$ cat src/rtl/multicycle_control_unit_pkg.sv
// Shared encodings for the multicycle control unit: FSM states, ALUOp classes
// and the RV32I opcode field values (inst[6:2]) it understands.
package multicycle_control_unit_pkg;

  localparam logic [2:0] S_FETCH  = 3'd0;
  localparam logic [2:0] S_DECODE = 3'd1;
  localparam logic [2:0] S_EXEC   = 3'd2;
  localparam logic [2:0] S_MEM    = 3'd3;
  localparam logic [2:0] S_WB     = 3'd4;
  localparam logic [2:0] S_TRAP   = 3'd5;

  localparam logic [1:0] ALUOP_ADD   = 2'b00;
  localparam logic [1:0] ALUOP_SUB   = 2'b01;
  localparam logic [1:0] ALUOP_RFUNC = 2'b10;
  localparam logic [1:0] ALUOP_IFUNC = 2'b11;

  localparam logic [4:0] OPCODE_Arith_R = 5'b01100;
  localparam logic [4:0] OPCODE_Arith_I = 5'b00100;
  localparam logic [4:0] OPCODE_Load    = 5'b00000;
  localparam logic [4:0] OPCODE_Store   = 5'b01000;
  localparam logic [4:0] OPCODE_Branch  = 5'b11000;

  function automatic logic is_supported(input logic [4:0] op);
    return (op == OPCODE_Arith_R) || (op == OPCODE_Arith_I) || (op == OPCODE_Load) ||
           (op == OPCODE_Store)   || (op == OPCODE_Branch);
  endfunction

endpackage

$ cat src/rtl/multicycle_control_unit_mem_wait_timer.sv
// Bounded-wait counter for memory handshakes; expire is high on the last
// permitted waiting cycle (count == TIMEOUT-1).
module mem_wait_timer #(
  parameter int TIMEOUT = 16,
  parameter bit EN      = 1'b1
) (
  input  logic clk,
  input  logic rst_n,
  input  logic clr,
  input  logic inc,
  output logic expire
);
  localparam int CW = (TIMEOUT > 2) ? $clog2(TIMEOUT) : 1;

  logic [CW-1:0] r_cnt;

  always_ff @(posedge clk or negedge rst_n) begin
    if (!rst_n)          r_cnt <= '0;
    else if (clr)        r_cnt <= '0;
    else if (inc && EN)  r_cnt <= r_cnt + 1'b1;
  end

  assign expire = EN && (r_cnt == CW'(TIMEOUT - 1));

endmodule

$ cat src/rtl/multicycle_control_unit.sv
// Moore sequencer FETCH/DECODE/EXEC/MEM/WB for the RV32I subset, with a
// memory valid/ready handshake, bus timeout and illegal-opcode trap.
module multicycle_control_unit
  import multicycle_control_unit_pkg::*;
#(
  parameter int OPCODE_W   = 5,
  parameter int ALUOP_W    = 2,
  parameter int TIMEOUT    = 16,
  parameter bit TIMEOUT_EN = 1'b1
) (
  input  logic                clk,
  input  logic                rst_n,
  input  logic [OPCODE_W-1:0] inst,
  input  logic                stall,
  input  logic                mem_ready,
  output logic                mem_req,
  output logic                i_or_d,
  output logic                ir_write,
  output logic                pc_write,
  output logic                branch,
  output logic                mem_read,
  output logic                mem_write,
  output logic                mem_to_reg,
  output logic                alu_src,
  output logic                reg_write,
  output logic [ALUOP_W-1:0]  alu_op,
  output logic                illegal_inst,
  output logic                bus_error,
  output logic [2:0]          state_o
);

  logic [2:0]          r_state;
  logic [OPCODE_W-1:0] r_opcode;
  logic                r_bus_cause;
  logic [2:0]          w_nxt;
  logic                w_expire;
  logic                w_clr;
  logic                w_inc;
  logic                w_is_load;
  logic                w_is_store;

  assign w_is_load  = (r_opcode == OPCODE_Load);
  assign w_is_store = (r_opcode == OPCODE_Store);

  // Clearing on every state change covers entry into both FETCH and MEM.
  assign w_clr = !stall && (w_nxt != r_state);
  assign w_inc = mem_req && !mem_ready;

  mem_wait_timer #(.TIMEOUT(TIMEOUT), .EN(TIMEOUT_EN)) u_timer (
    .clk    (clk),
    .rst_n  (rst_n),
    .clr    (w_clr),
    .inc    (w_inc),
    .expire (w_expire)
  );

  always_comb begin
    w_nxt = r_state;
    if (!stall) begin
      case (r_state)
        S_FETCH:  if (mem_ready) w_nxt = S_DECODE;
                  else if (w_expire) w_nxt = S_TRAP;
        S_DECODE: w_nxt = is_supported(inst) ? S_EXEC : S_TRAP;
        S_EXEC: begin
          if (r_opcode == OPCODE_Arith_R || r_opcode == OPCODE_Arith_I) w_nxt = S_WB;
          else if (w_is_load || w_is_store)                             w_nxt = S_MEM;
          else                                                          w_nxt = S_FETCH;
        end
        S_MEM:    if (mem_ready) w_nxt = w_is_load ? S_WB : S_FETCH;
                  else if (w_expire) w_nxt = S_TRAP;
        default:  w_nxt = S_FETCH;
      endcase
    end
  end

  always_ff @(posedge clk or negedge rst_n) begin
    if (!rst_n) begin
      r_state     <= S_FETCH;
      r_opcode    <= '0;
      r_bus_cause <= 1'b0;
    end else begin
      r_state <= w_nxt;
      if (r_state == S_DECODE && !stall) r_opcode <= inst;
      if (!stall && w_nxt == S_TRAP)     r_bus_cause <= (r_state != S_DECODE);
    end
  end

  // Outputs are held low throughout reset, even though the state already reads FETCH.
  always_comb begin
    mem_req      = 1'b0;
    i_or_d       = 1'b0;
    ir_write     = 1'b0;
    pc_write     = 1'b0;
    branch       = 1'b0;
    mem_read     = 1'b0;
    mem_write    = 1'b0;
    mem_to_reg   = 1'b0;
    alu_src      = 1'b0;
    reg_write    = 1'b0;
    alu_op       = '0;
    illegal_inst = 1'b0;
    bus_error    = 1'b0;
    state_o      = rst_n ? r_state : 3'd0;
    if (rst_n) begin
      case (r_state)
        S_FETCH: begin
          mem_req  = !stall;
          mem_read = !stall;
          ir_write = mem_ready && !stall;
          pc_write = mem_ready && !stall;
        end
        S_EXEC: begin
          if (r_opcode == OPCODE_Arith_R) begin
            alu_op = ALUOP_W'(ALUOP_RFUNC);
          end else if (r_opcode == OPCODE_Arith_I) begin
            alu_src = 1'b1;
            alu_op  = ALUOP_W'(ALUOP_IFUNC);
          end else if (w_is_load || w_is_store) begin
            alu_src = 1'b1;
            alu_op  = ALUOP_W'(ALUOP_ADD);
          end else if (r_opcode == OPCODE_Branch) begin
            alu_op = ALUOP_W'(ALUOP_SUB);
            branch = !stall;
          end
        end
        S_MEM: begin
          mem_req   = !stall;
          i_or_d    = 1'b1;
          mem_read  = w_is_load && !stall;
          mem_write = w_is_store && !stall;
        end
        S_WB: begin
          reg_write  = !stall;
          mem_to_reg = w_is_load;
        end
        S_TRAP: begin
          illegal_inst = !r_bus_cause && !stall;
          bus_error    = r_bus_cause && !stall;
        end
        default: ;
      endcase
    end
  end

endmodule

$ cat config.mk
export PLATFORM = sky130hd
export DESIGN_NAME = multicycle_control_unit
export DESIGN_NICKNAME = d
export VERILOG_FILES = /design/src/rtl/multicycle_control_unit_pkg.sv /design/src/rtl/multicycle_control_unit_mem_wait_timer.sv /design/src/rtl/multicycle_control_unit.sv
export SDC_FILE = /design/constraint.sdc
export NUM_CORES = 1
export LEC_CHECK = 0
export BUFFER_PORTS_ARGS = -buffer_cell sky130_fd_sc_hd__buf_2
export CAP_MARGIN = 0
export CORE_ASPECT_RATIO = 1.2
export CORE_MARGIN = 10
export CORE_UTILIZATION = 30
export CTS_CLUSTER_DIAMETER = 60
export DETAILED_ROUTE_END_ITERATION = 6
export SKIP_LAST_GASP = 1
export SLEW_MARGIN = 20
export SYNTH_ARGS = -nofsm -noshare
export SYNTH_HDL_FRONTEND = slang
export SYNTH_SLANG_ARGS = --single-unit
$ cat constraint.sdc
create_clock -name clk -period 5.5 [get_ports clk]
set_input_delay 0 -clock clk [delete_from_list [all_inputs] [get_ports clk]]
set_output_delay 0 -clock clk [all_outputs]
set_load 0.02 [all_outputs]
==> summary.txt, run 1 <==
Yosys
  • Xor/xnor share of the synthesized area: 0.0362
  • Largest family of logic cells by synthesized area: simple AND/OR/NAND/NOR gates
  • FFs w/ async S/R, synth: 1.00
  • Synth Area in Compound Gates: 0.162
  • Post-synthesis sequential area ratio: 0.336
  • Mapped Area: 967 um^2
  • Syn Inst Count: 106
  • Yosys reg bits: 13
  • Post-synthesis adder-cell area fraction: 0.0129
  • YS warnings: 0
  • Simple-gate portion of the synthesized area: 0.310
  • Net Count, Synth: 116
  • Synth unique cells: 48
  • Avg Inst Size Synth: 9.12 um^2
  • Main synth FF type: dfrtp_1
  • Number of flops mapped to enable cells by yosys: 0
  • Post-synthesis mux area share: 0.0918

Route
  • Drc violations: 0
  • Vias per cell: 5.46
  • Drt pass-1 iters: 4
  • Vias: 922
  • Remaining antenna violation count: 0
  • Drt total wl: 2.64 mm
  • DRC marker count from the first detailed-route iteration: 87
  • Drt wl/cell: 15.6 um

STA
  • Fmax: 465 MHz
  • Final Hold Fails: 0
  • Least-Margin Pin Slew: 0.584 ns
  • Minimum clock period: 2.15 ns
  • Clock Skew: 0.00964 ns
  • Setup violators final: 0
  • Fin Hold WS: 0.00234 ns
  • Number of slew-limit violations in the final report: 0
  • RSZ-0062 raised after global routing: no
  • Setup TNS: 0 ns
  • Tcrit/Tclk final: 0.391
  • Slew margin rel.: 0.607

Placement
  • Number of port buffers: 25
  • GPL Wtd Cong: 0.812
  • DP HPWL: 2.01 mm
  • Dpl cells: 161

GRT
  • Vias in the first global route: 903
  • Overflow after GRT: 0
  • Initial antenna violation count: 0
  • Global Route met1 Usage: 0.0937
  • Met3 Resource Use GR: 0.0203
  • M2 GR Usage: 0.173
  • First-pass GRT wire length: 4.43 mm
  • Overall global routing resource usage: 0.0945
  • Grt peak-use layer: met2
  • Largest net degree at the start of global routing: 18

CTS
  • CTS max path bufs: 2
  • Setup bufs post-CTS: 0
  • Root Driver: clkbuf_4
  • H-tree depth: 1
  • CTS tree: done
  • Post_cts resized: 0
  • CTS sink cnt: 13
  • Reg clk slew, reported paths: 0.09 ns
  • CTS Hold Bufs: 3
  • Worst-Skew Late Latency: 0.28 ns
  • CTS Buf Count: 3

Min path
  • Hold Path Class: primary input to register
  • Cell count of the worst hold path: 2

Worst setup path
  • R2R depth: 5
  • Crit path DAT: 2.37 ns
  • Setup crit end kind: register
  • Critical Path Fanout Max: 7
  • WS Path Type: register to register
  • Worst path required time: 5.72 ns
  • CP startpoint kind: register

Pwr
  • Reg power frac: 0.450
  • Psw: 0.000162 W
  • Internal: 0.000229 W
  • Max VDD drop: 0.127 mV
  • Power Dens Cells: 335 nW/um^2
  • Leakage power: 0.536 nW
  • Clock Power Share: 0.159
  • Sw Ratio: 0.414
  • Gate power share: 0.391
  • Pwr Total: 0.000391 W

Die
  • Die Y-Extent: 82.2 um
  • Io pins: 26
  • Core Area: 3080 um^2
  • Num rows: 22
  • Starting density of the core: 0.314
  • Die area: 5900 um^2
  • Die Width: 71.8 um

Layout
  • Layout cells sized above 1: 0.271
  • Commonest non-fill, non-tap cell in the layout: buf_2
  • Commonest non-fill, non-tap cells in the layout: buf_2 (25), dfrtp_1 (13), nand2_1 (11)
  • Final net count: 144
  • Fillers: 337
  • Synthesis-to-finish area growth: 20.6%
  • Finished Layout Cells: 169
  • Total inserted antenna cells: 0

Flow run
  • Max-Cap Viols: 0

Status
  • Run status: completed
==> state kept, by name (all words and copies together), names as in the netlist <==
name / cells
r_state: 3
u_timer.r_cnt: 4
r_bus_cause: 1
r_opcode: 5
==> power groups by stage <==
| stage | logic, W | clock network, W | registers [W] |
|---|---|---|---|
| floorplan | 0.000138 | 0 | 0.000154 |
| global placement | 0.000149 | 0 | 0.000174 |
| detailed placement | 0.000151 | 0 | 0.000177 |
| CTS | 0.000154 | 0.0000630 | 0.000175 |
| global route | 0.000170 | 0.0000668 | 0.000182 |
| finish | 0.000153 | 0.0000623 | 0.000176 |
==> worst max-delay path, stage by stage (launching register included) <==
cell and delay (ns):
dfrtp_1 0.41, or4_1 0.67, nor3_1 0.29, nand3b_1 0.16, a2111oi_2 0.40, a2bb2oi_2 0.16
==> Yosys cell counts, drive strengths merged (2+ instances only) <==
cell type   n  area share
a2bb2oi     2       0.025
mux2        5       0.058
nor2        9       0.035
nand3b      2       0.016
nor3        9       0.052
xor2        3       0.027
nand2b      2       0.021
a31oi       2       0.013
a211oi      2       0.028
dfrtp      13        0.34
and2        3       0.019
nand2      11       0.043
or3b        2       0.018
a21oi       4       0.021
and3        2       0.013
nor4        4       0.026
buf         5       0.035
o21ai       2       0.010
a2111oi     2       0.025
inv         3       0.012
==> layout make-up <==
class	instances	area [um^2]	share of cell area
multi-input combinational	84	593	0.509
sequential	13	325	0.279
clock buffer	4	26.3	0.0225
tap	36	45.0	0.0386
timing repair buffer	29	165	0.142
inverter	3	11.3	0.00966
==> routing by layer <==
layer / routed length, um / share of wire
met5: 0 / 0
met1: 964 / 0.37
met4: 86 / 0.033
met2: 1440 / 0.55
met3: 142 / 0.054
==> kinds of logic after synthesis <==
logic type | Yosys count
xor gates and xnor gates | 4
muxes | 7
DFF | 13
and+or+nand+nor | 53
adders and majority gates | 1
buffers and inverters | 9
AOI/OAI and AO/OA | 19
==> final timing paths <==
path | from | slack [ns] | to
setup reg to reg | r_opcode[1] | 3.35 | r_bus_cause
hold / removal | inst[0] | 0.002 | r_opcode[0]
hold reg to reg | r_opcode[0] | 0.55 | r_opcode[0]
setup / recovery | r_opcode[1] | 3.35 | r_bus_cause
max in group asynchronous | rst_n | 5.08 | u_timer.r_cnt[3]
min in group asynchronous | rst_n | 0.15 | r_opcode[4]
==> metrics by stage <==
step | util | setup WS [ns] | area (um^2)
after detailed placement | 0.357 | 3.36 | 1100
after global routing | 0.378 | 3.17 | 1170
after global placement | 0.357 | 3.36 | 1100
final | 0.378 | 3.35 | 1170
after floorplan | - | 3.55 | 967
after CTS | 0.375 | 3.33 | 1160
No activity file was read; power rests on OpenSTA's default activity.
==> inputs of run 2 (changes only) <==
==> constraint.sdc (replaced) <==
create_clock -name clk -period 1.9 [get_ports clk]
set_input_delay 0 -clock clk [delete_from_list [all_inputs] [get_ports clk]]
set_output_delay 0 -clock clk [all_outputs]
set_load 0.02 [all_outputs]
==> run 2 against run 1 <==
Against the previous run:
- the flow now finishes with violations (negative setup slack)
- worst setup slack got worse by 3.4 ns
- routed wire length grew 7.7%
- clock-buffer cell count did not move
- maximum frequency grew 12%
- first-iteration DRC count is 71% lower
- register-to-register slack got worse by 3.4 ns
- sequential share of layout area down 4.5 points
- non-clock buffer count is 20 higher
- worst hold slack improved by 0.0028 ns
- critical endpoint unchanged
- largest cell class unchanged
- largest power group is now combinational logic
- highest routed layer unchanged
==> summary.txt, run 2 (same netlist as run 1, synthesis figures left out) <==
Status
  • Run status: finished, violations left
  • Failing checks: negative setup slack

STA
  • Slew margin rel.: 0.654
  • Clock Skew: 0.000798 ns
  • Final Hold Fails: 0
  • RSZ-0062 raised after global routing: yes
  • Setup violators final: 1
  • Number of slew-limit violations in the final report: 0
  • Minimum clock period: 1.92 ns
  • Tcrit/Tclk final: 1.01
  • Final worst slack: -0.0213 ns
  • Fmax: 520 MHz
  • Least-Margin Pin Slew: 0.506 ns

Layout
  • Fillers: 320
  • Largest regs: r_opcode x5, u_timer.r_cnt x4, r_state x3
  • Synthesis-to-finish area growth: 44.4%
  • Max reg flops: 5
  • Final net count: 164
  • Commonest non-fill, non-tap cell in the layout: buf_2
  • Total inserted antenna cells: 0
  • Largest Register: r_opcode
  • Finished Layout Cells: 189
  • Layout cells sized above 1: 0.425
  • Commonest non-fill, non-tap cells in the layout: buf_2 (24), buf_4 (18), dfrtp_1 (12)

Die
  • Die area: 5900 um^2
  • Num rows: 22
  • Core Area: 3080 um^2
  • Die Y-Extent: 82.2 um
  • Io pins: 26
  • Die Width: 71.8 um
  • Starting density of the core: 0.314

GRT
  • Overall global routing resource usage: 0.0992
  • Overflow after GRT: 0
  • Initial antenna violation count: 0
  • Largest net degree at the start of global routing: 17
  • First-pass GRT wire length: 4.80 mm
  • Vias in the first global route: 1032

Placement
  • Number of port buffers: 25
  • Post-Place Setup Slack: -0.113 ns
  • Dpl cells: 180
  • GPL Wtd Cong: 0.834
  • DP HPWL: 2.26 mm

Worst setup path
  • CP startpoint kind: register
  • Crit path DAT: 2.12 ns
  • Setup crit end kind: register
  • RR Startpoint: r_opcode[0]
  • Critical path launch point: r_opcode[0]
  • WS Path Type: register to register
  • Worst path required time: 2.10 ns
  • Critical Path Fanout Max: 4

CTS
  • CTS tree: done
  • CTS sink cnt: 13
  • CTS Buf Count: 3
  • Reg clk slew, reported paths: 0.08 ns
  • H-tree depth: 1
  • Root Driver: clkbuf_4
  • CTS max path bufs: 2
  • Worst-Skew Late Latency: 0.27 ns

Pwr
  • Clock Power Share: 0.124
  • Power Dens Cells: 983 nW/um^2
  • Reg power frac: 0.334
  • Internal: 0.000831 W
  • Sw Ratio: 0.395
  • Gate power share: 0.543
  • Psw: 0.000542 W
  • Leakage power: 0.655 nW
  • Max VDD drop: 0.563 mV

Route
  • Drt pass-1 iters: 2
  • DRC marker count from the first detailed-route iteration: 25
  • Vias per cell: 5.21
  • Remaining antenna violation count: 0
  • Drt total wl: 2.84 mm
  • Vias: 984
  • Drc violations: 0
  • Drt wl/cell: 15.0 um

Min path
  • Hold wc startpoint: inst[4]
  • Hold Path Class: primary input to register

Flow run
  • Max-Cap Viols: 0
[run 2: cell types whose count changed in the layout (fill, tap and decap cells not counted), moves of 2 or more]
cell,before,now
nor3_1,8,5
buf_6,0,2
nor3_2,1,3
buf_4,0,18
[run 2: worst paths after layout]
path                                    end  slack, ns  cells past startpoint
min in group asynchronous        r_state[1]       0.22                      3
worst min register to register  r_bus_cause       0.58                      1
worst max-delay path            r_bus_cause      -0.02                      4
max in group asynchronous        r_state[0]       1.49                      3
worst min-delay path            r_opcode[4]      0.005                      2
worst max register to register  r_bus_cause      -0.02                      4
[run 2: power by group through the flow]
stage / Clock (W) / Sequential [W] / Combinational (W)
global placement: 0 / 0.000448 / 0.000661
global route: 0.000191 / 0.000474 / 0.000817
floorplan: 0 / 0.000445 / 0.000409
finish: 0.000170 / 0.000458 / 0.000745
detailed placement: 0 / 0.000453 / 0.000676
CTS: 0.000179 / 0.000453 / 0.000704
[run 2: critical path: stages (launching register included)]
cell,delay [ns]
dfrtp_1,0.38
or4_4,0.58
mux4_2,0.52
a2111oi_4,0.22
a2bb2oi_2,0.16
[run 2: final cells by class]
class,instances,area [um^2],share of cell area
well taps,36,45.0,0.0323
flip-flops and latches,13,327,0.234
multi-input cells,84,659,0.472
inverters,3,11.3,0.00806
repair buffers,49,328,0.235
clock buffers,4,26.3,0.0188
[run 2: layer usage]
metal	track usage	routed length, um
met1	0.0999	1180
met2	0.197	1550
met3	0.0227	99
met4	0.0291	15
met5	0	0
[run 2: repair_timing]
item,4_1_cts,5_1_grt
hold buffers,5,0
pin swaps,0,8
gates cloned,0,0
hold endpoints to repair,17,0
resized for setup,3,11
setup buffers,0,1
endpoints found under the setup margin,7,10
[run 2: stage by stage]
stage	cell area [um^2]	TNS, ns	util	total power [W]	hold WS [ns]
after floorplan	980	-0.0712	-	0.000854	-0.296
after global placement	1250	-0.00614	0.407	0.00111	-0.0311
after detailed placement	1250	-0.394	0.407	0.00113	-0.0209
after CTS	1350	-0.00419	0.437	0.00134	0.00349
after global routing	1400	-0.210	0.453	0.00148	0.00824
final	1400	-0.0213	0.453	0.00137	0.00515
==> inputs of run 3 (changes only) <==
--- a/config.mk
+++ b/config.mk
@@ -9,7 +9,7 @@
 export CAP_MARGIN = 0
 export CORE_ASPECT_RATIO = 1.2
 export CORE_MARGIN = 10
-export CORE_UTILIZATION = 30
+export CORE_UTILIZATION = 35
 export CTS_CLUSTER_DIAMETER = 60
 export DETAILED_ROUTE_END_ITERATION = 6
 export SKIP_LAST_GASP = 1
==> constraint.sdc (replaced) <==
create_clock -name clk -period 2.3 [get_ports clk]
set_input_delay 0 -clock clk [delete_from_list [all_inputs] [get_ports clk]]
set_output_delay 0 -clock clk [all_outputs]
set_load 0.02 [all_outputs]
==> run 3 against run 2 <==
Against the previous run:
- the run now ends clean
- sequential share of layout area grew 3.4 points
- worst setup slack better by 0.20 ns
- cell area shrank 13%
- clock-buffer cell count unchanged
- combinational power is 47% lower
- maximum frequency is 9.3% lower
- critical path depth unchanged
- final cell count shrank 9.5%
- largest cell class unchanged
- highest routed layer unchanged
==> summary.txt, run 3 (same netlist as run 1, synthesis figures left out) <==
GRT
  • Vias in the first global route: 873
  • Overflow after GRT: 0
  • First-pass GRT wire length: 4.00 mm
  • Overall global routing resource usage: 0.0925
  • Largest net degree at the start of global routing: 17
  • Initial antenna violation count: 0

Die
  • Num rows: 20
  • Die area: 5270 um^2
  • Die Y-Extent: 77.6 um
  • Die Width: 68.0 um
  • Core Area: 2600 um^2
  • Starting density of the core: 0.372
  • Io pins: 26

Worst setup path
  • Number of cells on the critical path: 4
  • Crit-path max cell delay: 0.68 ns
  • Setup crit end kind: register
  • Worst path slowest cell: or4_1
  • WS Path Type: register to register
  • Worst Path Buf+Inv: 0
  • CP startpoint kind: register
  • Crit path DAT: 2.33 ns
  • Critical Path Fanout Max: 7
  • Critical Path, Cell by Cell: or4_1, mux4_2, a2111oi_2, a2bb2oi_2
  • CP delay by family, top: simple AND/OR/NAND/NOR gates
  • R2R depth: 4
  • Worst path required time: 2.52 ns

Layout
  • Layout cells sized above 1: 0.297
  • Commonest non-fill, non-tap cells in the layout: buf_2 (25), dfrtp_1 (13), nand2_1 (11)
  • Total inserted antenna cells: 0
  • Largest Register: r_opcode
  • Final net count: 149
  • Fillers: 273
  • Commonest non-fill, non-tap cell in the layout: buf_2
  • Synthesis-to-finish area growth: 25.5%
  • Max reg flops: 5
  • Largest regs: r_opcode x5, u_timer.r_cnt x4, r_state x3

Pwr
  • Power Dens Cells: 783 nW/um^2
  • Max VDD drop: 0.446 mV
  • Leakage power: 0.560 nW

STA
  • Setup violators final: 0
  • Minimum clock period: 2.12 ns
  • Fmax: 472 MHz
  • RSZ-0062 raised after global routing: no
  • Number of slew-limit violations in the final report: 0
  • Clock Skew: 0.00158 ns
  • Least-Margin Pin Slew: 0.527 ns
  • Final Hold Fails: 0
  • Slew margin rel.: 0.646
  • Setup TNS: 0 ns
  • Tcrit/Tclk final: 0.921
  • Final worst slack: 0.182 ns

Route
  • Drc violations: 0
  • DRC marker count from the first detailed-route iteration: 17
  • Vias: 916
  • Drt wl/cell: 14.5 um
  • Vias per cell: 5.36
  • Remaining antenna violation count: 0
  • Drt pass-1 iters: 4
  • Drt total wl: 2.47 mm

Min path
  • Cell count of the worst hold path: 3
  • Hold Path Class: primary input to register

Placement
  • Number of port buffers: 25
  • DP HPWL: 1.88 mm
  • Post-Place Setup Slack: 0.148 ns
  • GPL Wtd Cong: 0.816

CTS
  • CTS max path bufs: 2
  • CTS sink cnt: 13
  • CTS tree: done
  • Root Driver: clkbuf_4
  • CTS Buf Count: 3
  • Reg clk slew, reported paths: 0.08 ns
  • H-tree depth: 1
  • Worst-Skew Late Latency: 0.28 ns

Status
  • Run status: completed

Flow run
  • Max-Cap Viols: 0
run 3: cell count changes in the layout (fill, tap and decap cells not counted), sizes merged:
cell and delta:
buf -16, dlygate4sd3 +1
run 3: layer usage:
| layer | up-vias | global-route usage | part of all wire |
|---|---|---|---|
| met2 | 19 | 0.153 | 0.50 |
| met4 | 0 | 0.0363 | 0.014 |
| li1 | 450 | - | - |
| met1 | 443 | 0.113 | 0.44 |
| met3 | 4 | 0.0172 | 0.042 |
| met5 | - | 0 | 0 |
run 3: through the flow:
| stage | std cells | hold slack (ns) | instance area [um^2] | total power, W | utilization |
|---|---|---|---|---|---|
| 2_1_floorplan | 106 | -0.296 | 967 | 0.000696 | - |
| 3_3_place_gp | 161 | -0.0327 | 1120 | 0.000789 | 0.430 |
| 3_5_place_dp | 161 | -0.0285 | 1120 | 0.000799 | 0.430 |
| 4_1_cts | 171 | 0.0934 | 1200 | 0.000952 | 0.463 |
| 5_1_grt | 171 | 0.145 | 1210 | 0.00102 | 0.466 |
| 6_report | 171 | 0.113 | 1210 | 0.000950 | 0.466 |
run 3: path summary, 6_finish.rpt:
check | end | slack (ns) | startpoint
hold reg to reg | r_opcode[1] | 0.54 | r_opcode[1]
min in group asynchronous | r_opcode[3] | 0.19 | rst_n
setup reg to reg | r_bus_cause | 0.18 | r_opcode[1]
hold / removal | r_state[0] | 0.11 | stall
max in group asynchronous | r_opcode[4] | 1.93 | rst_n
setup / recovery | r_bus_cause | 0.18 | r_opcode[1]
run 3: final cells by class:
class                           count  area, um^2  area share
Multi-Input combinational cell     84         602       0.496
Sequential cell                    13         325       0.268
Timing Repair Buffer               34         208       0.171
Tap cell                           33        41.3      0.0340
Clock buffer                        4        26.3      0.0216
Inverter                            3        11.3     0.00928
run 3: repair_timing:
| action | in CTS | in global routing |
|---|---|---|
| gates resized for setup | 0 | 2 |
| hold endpoints to repair | 18 | 0 |
| setup endpoints to repair | 0 | 6 |
| hold buffers | 6 | 0 |
| buffers inserted | 0 | 0 |
run 3: where the power goes:
| part | internal [W] | leakage, nW | total (W) | switching, W |
|---|---|---|---|---|
| sequential | 0.000301 | 0.166 | 0.000406 | 0.000105 |
| clock | 0.0000673 | 0.0150 | 0.000145 | 0.0000782 |
| combinational | 0.000194 | 0.379 | 0.000398 | 0.000203 |
| total | 0.000563 | 0.560 | 0.000950 | 0.000387 |
run 3: worst reg2reg max path: cells and delay by family, from the launching register on:
| family | cells | cell delay, ns |
|---|---|---|
| flops | 1 | 0.40 |
| mux | 1 | 0.54 |
| compound gates | 2 | 0.44 |
| simple gates | 1 | 0.68 |
